==> config.mk <==
export PLATFORM = sky130hd
export DESIGN_NAME = io_in_conditioner
export DESIGN_NICKNAME = d
export VERILOG_FILES = /design/src/rtl/io_cond_pkg.sv /design/src/rtl/debounce_lane.sv /design/src/rtl/io_in_conditioner.sv
export SDC_FILE = /design/constraint.sdc
export NUM_CORES = 1
export LEC_CHECK = 0
export CAP_MARGIN = 30
export CORE_ASPECT_RATIO = 2
export CORE_MARGIN = 5
export CORE_UTILIZATION = 53
export CTS_CLUSTER_DIAMETER = 100
export CTS_CLUSTER_SIZE = 12
export DETAILED_ROUTE_END_ITERATION = 8
export GPL_ROUTABILITY_DRIVEN = 1
export PLACE_DENSITY = 0.77
export SLEW_MARGIN = 40
export SYNTH_ARGS = -nofsm -noshare
export SYNTH_HDL_FRONTEND = slang
export SYNTH_SLANG_ARGS = --single-unit
export TNS_END_PERCENT = 5
==> constraint.sdc <==
create_clock -name clk -period 2.05 [get_ports clk]
set_input_delay 0.205 -clock clk [delete_from_list [all_inputs] [get_ports clk]]
set_output_delay 0.205 -clock clk [all_outputs]
set_load 0.05 [all_outputs]
==> src/rtl/io_cond_pkg.sv <==
// Shared defaults and the counter-width rule for the io_in conditioning front-end.
package io_cond_pkg;

  localparam int unsigned DEF_WIDTH           = 8;
  localparam int unsigned DEF_DEBOUNCE_CYCLES = 4;

  // Counter must hold DEBOUNCE_CYCLES-1 with headroom for the compare.
  function automatic int unsigned cnt_width(input int unsigned debounce_cycles);
    return int'($clog2(debounce_cycles)) + 1;
  endfunction

endpackage

==> src/rtl/debounce_lane.sv <==
// One input bit: 2-FF synchronizer, consecutive-mismatch debouncer, edge pulses.
module debounce_lane
  import io_cond_pkg::*;
#(
  parameter int unsigned DEBOUNCE_CYCLES = DEF_DEBOUNCE_CYCLES
) (
  input  logic clk,
  input  logic rst,
  input  logic din,
  output logic clean,
  output logic rise,
  output logic fall,
  output logic accept_c
);

  localparam int unsigned    CNT_W   = cnt_width(DEBOUNCE_CYCLES);
  localparam logic [CNT_W-1:0] CNT_MAX = CNT_W'(DEBOUNCE_CYCLES - 1);

  logic             s1;
  logic             s2;
  logic [CNT_W-1:0] cnt;

  // Acceptance fires on the edge where the mismatch streak completes.
  assign accept_c = (s2 != clean) && (cnt == CNT_MAX);

  always_ff @(posedge clk or posedge rst) begin
    if (rst) begin
      s1    <= 1'b0;
      s2    <= 1'b0;
      cnt   <= '0;
      clean <= 1'b0;
      rise  <= 1'b0;
      fall  <= 1'b0;
    end else begin
      s1   <= din;
      s2   <= s1;
      rise <= 1'b0;
      fall <= 1'b0;
      if (s2 == clean) begin
        cnt <= '0;
      end else if (accept_c) begin
        clean <= s2;
        cnt   <= '0;
        rise  <= s2;
        fall  <= ~s2;
      end else begin
        cnt <= cnt + CNT_W'(1);
      end
    end
  end

endmodule

==> src/rtl/io_in_conditioner.sv <==
// Conditions raw asynchronous pins into clean levels plus rise/fall/event pulses.
module io_in_conditioner
  import io_cond_pkg::*;
#(
  parameter int unsigned WIDTH           = DEF_WIDTH,
  parameter int unsigned DEBOUNCE_CYCLES = DEF_DEBOUNCE_CYCLES
) (
  input  logic             clk,
  input  logic             rst,
  input  logic [WIDTH-1:0] io_in,
  output logic [WIDTH-1:0] clean_out,
  output logic [WIDTH-1:0] rise_out,
  output logic [WIDTH-1:0] fall_out,
  output logic             event_out
);

  logic [WIDTH-1:0] lane_accept_c;

  for (genvar i = 0; i < WIDTH; i++) begin : g_lane
    debounce_lane #(
      .DEBOUNCE_CYCLES(DEBOUNCE_CYCLES)
    ) u_lane (
      .clk     (clk),
      .rst     (rst),
      .din     (io_in[i]),
      .clean   (clean_out[i]),
      .rise    (rise_out[i]),
      .fall    (fall_out[i]),
      .accept_c(lane_accept_c[i])
    );
  end

  // Registered from the lanes' acceptance terms so it lines up with their pulses.
  always_ff @(posedge clk or posedge rst) begin
    if (rst) begin
      event_out <= 1'b0;
    end else begin
      event_out <= |lane_accept_c;
    end
  end

endmodule
# Yosys cells after proc, flatten, opt, wreduce, memory -nomap -nowiden
# Cells that the tools add are included.
# totals
register_bits	65
inputBits	10
out_inout_bits	25
word_cells	162
# op_classes
add_sub_neg	8
n_eq_ne	24
n_mux	48
bitwise_logic	16
n_reduce_logical	17
# op_table
operator	count
$mux W3	16
$mux W1	32
$add A3 B1 Y3 const B	8
$eq A3 B2 Y1 const B	8
$not A1 Y1	16
$reduce_and A2 Y1	8
$eq A1 B1 Y1	8
$logic_and A1 B1 Y1	8
$ne A1 B1 Y1	8
$reduce_or A8 Y1	1

# Logic depth before layout (Yosys ltp)
# logic_depth
word_depth	4
depth_mapped	5
ltp_nobuf	5

# By module
# Synthesis repeated with hierarchy kept, for this count alone.
# unflattened
cells_unflattened	157
area_unflattened_um2	2387.3
# by_module_without_submodules
mod	instances	cells_per_inst	area_each_um2
debounce_lane	8	19	292.8
io_in_conditioner	1	5	45.0

# Worst setup path after synthesis
# No wires, ideal clock.
# synth_timing
path_type	reg-to-reg
startpoint	reg g_lane[6].u_lane.cnt[0]
endpoint	reg g_lane[6].u_lane.clean
setup_ns	0.128
arrival_time_ns	1.010
required_time_ns	1.922
path_slack_ns	0.912
path_stages_with_launch	4
n_path_buf	0
period_less_slack_ns	1.138
cell_sequence	dfrtp_1 -> ha_1 -> nand2b_1 -> mux2_1
# synth_via
elab_chain_cells	3
# synth_lines
element	line	rtl
start: declaration	debounce_lane.sv:21	logic [CNT_W-1:0] cnt;
start signal: assignment	debounce_lane.sv:47	cnt <= cnt + CNT_W'(1);
$eq A3 B2 Y1	debounce_lane.sv:24	assign accept_c = (s2 != clean) && (cnt == CNT_MAX);
$logic_and A1 B1 Y1	debounce_lane.sv:24	
$reduce_and A2 Y1 (no source line)	n/a	
end signal: assignment	debounce_lane.sv:31	clean <= 1'b0;
end signal: assignment	debounce_lane.sv:42	clean <= s2;
end: declaration	debounce_lane.sv:10	output logic clean,
# Every way passes these cells.
# A chain may end at the register's enable or synchronous reset.

# Worst setup path in the final report
# layout_timing
startpoint	reg g_lane[5].u_lane.clean
endpoint	out clean_out[5]
# layout_lines
element	line	rtl
start: declaration	debounce_lane.sv:10	
start signal: assignment	debounce_lane.sv:31	
start signal: assignment	debounce_lane.sv:42	
end: declaration	io_in_conditioner.sv:11	output logic [WIDTH-1:0] clean_out,
# No word-level cell between the ends.

==> summary.txt <==
Global routing
  • Vias in the first global route: 1460
  • Largest net degree at the start of global routing: 66
  • First-pass GRT wire length: 6.55 mm
  • Initial antenna violation count: 0
  • Total track usage: 14.0%
  • Total grt overflow: 0

Drt
  • Drt first pass iters: 3
  • DR vias: 1301
  • Post-Route WL: 3.78 mm
  • Post-route DRC: 0
  • Drt initial violations: 35
  • Avg WL per Cell: 14.6 um
  • Antenna Nets Post-Route: 0
  • Via/cell ratio: 5.04

Timing
  • Slew headroom: 66.1%
  • Clock skew: 7.76 ps
  • Final setup TNS: 0 ps
  • # setup viols final: 0
  • Fin crit period: 1820 ps
  • Worst-Margin Slew: 507 ps
  • Fmax: 549 MHz
  • Final Cycle Share: 88.9%
  • Max-slew violations: 0
  • Final Hold Vio Count: 0
  • RSZ-0062 raised after global routing: no
  • Final hold slack: 263 ps

Clocking
  • Hold Buf Count CTS: 0
  • Clock root cell: clkbuf_8
  • Reg clk slew, reported paths: 60 ps
  • CTS Buf Count: 9
  • Setup bufs post-CTS: 0
  • CTS tree: done
  • Later-pin clock latency in the skew report: 320 ps
  • Bufs on Longest Clock Path: 2
  • Resize count post-CTS: 0
  • CTS Sinks: 65
  • H-tree levels: 3

Yosys
  • Sequential-to-total area share from yosys stat: 64.7%
  • Synthesized area per cell: 14.3 sq um
  • Seq cells post-synth: 65
  • Yosys warning count: 0
  • Synth cell types: 21
  • Syn Std Cell Area: 2510 sq um
  • Synthesized Nets: 194
  • Cells after Synth: 176

Setup path
  • Worst r2r dst: event_out
  • Worst path slowest cell: clkdlybuf4s50_1
  • Data arrival time of the worst path: 1620 ps
  • CP top delay family: buffers and inverters
  • Crit end category: primary output
  • Cell Chain, Critical Path: clkdlybuf4s50_1
  • Critical path's largest stage delay: 850 ps
  • RR Startpoint: g_lane[0].u_lane.cnt[0]
  • WP data required: 1850 ps
  • Crit path max fanout: 6
  • Kind of critical path: flip-flop to primary output
  • CP bufs+invs: 1
  • Worst r2r path cells: 5
  • Startpoint Class: flip-flop
  • Internal reg-to-reg setup slack: 730 ps

Status
  • Status: finished clean

Layout
  • Antenna Cells: 0
  • Share of layout cells above drive strength 1: 11.3%
  • Final Core Density: 63.9%
  • Area Growth Syn to Fin: 16.9%
  • Most frequent cells in the layout: 65 x dfrtp_1, 34 x clkdlybuf4s50_1, 28 x nor3b_1
  • Commonest non-fill, non-tap cell in the layout: dfrtp_1
  • Fillers: 358
  • Nets@finish: 216

Floorplan
  • Die width: 58.7 um
  • Die ar.: 6310 sq um
  • Initial Utilization: 54.7%
  • CORE AREA: 4600 sq um
  • Die height: 107 um
  • # rows: 35
  • Num ports: 35

Pwr
  • P per Cell Area: 1320 nW/um^2
  • Worst VDD drop: 1.06 mV
  • LEAKAGE: 1.33 nW
  • Total power: 3.89 mW

Place
  • Port Buffers: 34
  • Final GP Congestion: 0.715
  • DP HPWL: 2.72 mm

Job
  • # Max-Cap Violations: 0

Worst hold path
  • Worst Hold Class: input pin to async pin
[how the worst max path moves through the flow]
stage                      startpoint            to  slack (ps)  depth (start not counted)
4_1_cts        g_lane[5].u_lane.clean  clean_out[5]         200                          1
3_3_place_gp   g_lane[0].u_lane.clean  clean_out[0]         600                          1
5_1_grt        g_lane[5].u_lane.clean  clean_out[5]         140                          1
2_1_floorplan                     rst     event_out         220                          1
6_report       g_lane[5].u_lane.clean  clean_out[5]         230                          1
3_5_place_dp   g_lane[0].u_lane.clean  clean_out[0]         560                          1
[synth_stat cells (all sizes together)]
master | count | share of area [%]
nor3b | 28 | 8.4
mux2 | 7 | 3.1
nand2 | 6 | 0.90
nand2b | 9 | 2.9
ha | 8 | 4.0
and3b | 1 | 0.35
xor2 | 3 | 1.0
nor2b | 5 | 1.2
nor3 | 1 | 0.20
o22a | 1 | 0.35
xnor2 | 7 | 3.3
o22ai | 2 | 0.50
o2111ai | 1 | 0.35
dfrtp | 65 | 65
inv | 1 | 0.15
nor2 | 4 | 0.60
and3 | 3 | 0.75
buf | 24 | 7.2
[sequential cells by signal, indices dropped and copies added, names as in the netlist]
name / flops
g_lane.u_lane.cnt: 24
g_lane.u_lane.clean: 8
g_lane.u_lane.fall: 8
g_lane.u_lane.rise: 8
g_lane.u_lane.s1: 8
g_lane.u_lane.s2: 8
event_out: 1
[per-stage QoR]
stage          setup slack (ps)  cell area, sq um  instances
2_1_floorplan               219              2510        176
3_3_place_gp                602              2760        242
3_5_place_dp                562              2760        242
4_1_cts                     202              2940        258
5_1_grt                     139              2940        258
6_report                    227              2940        258
[layout make-up]
class / instances / area [sq um] / share of cell area, %
multi-input cells: 86 / 704 / 24.0
repair buffers: 35 / 360 / 12.3
inverters: 1 / 3.75 / 0.128
well taps: 55 / 68.8 / 2.34
clock inverters: 2 / 12.5 / 0.426
flip-flops and latches: 65 / 1630 / 55.3
clock buffers: 14 / 163 / 5.53
[report_power, final]
group / internal, mW / switching (mW) / leakage (nW)
Sequential: 1.53 / 0.204 / 0.837
Combinational: 0.501 / 0.724 / 0.404
Clock: 0.504 / 0.425 / 0.0867
Total: 2.54 / 1.35 / 1.33
[metal layers]
metal | vias to the layer above | GRT usage [%] | share of wire (%)
li1 | 614 | - | -
met1 | 646 | 14.8 | 35
met2 | 31 | 23.0 | 56
met3 | 10 | 5.04 | 5.2
met4 | 0 | 8.59 | 3.0
met5 | - | 0 | 0
[cells by family (layout without fill, tap and decap cells)]
kind of cell,after synthesis,after routing,synth area share (%)
and+or+nand+nor,57,57,15.3
muxes,7,7,3.13
AOI/OAI and AO/OA,4,4,1.19
DFF,65,65,64.7
adders and majority gates,8,8,3.98
xor gates and xnor gates,10,10,4.38
buffers and inverters,25,52,7.31
[worst reg2reg max path: stages, from the launching register on]
cell and delay (ps):
dfrtp_1 390, ha_1 230, nand2b_1 160, o22ai_1 140, nor2_1 160, o2111ai_1 120
(Power assumes the default switching activity.)
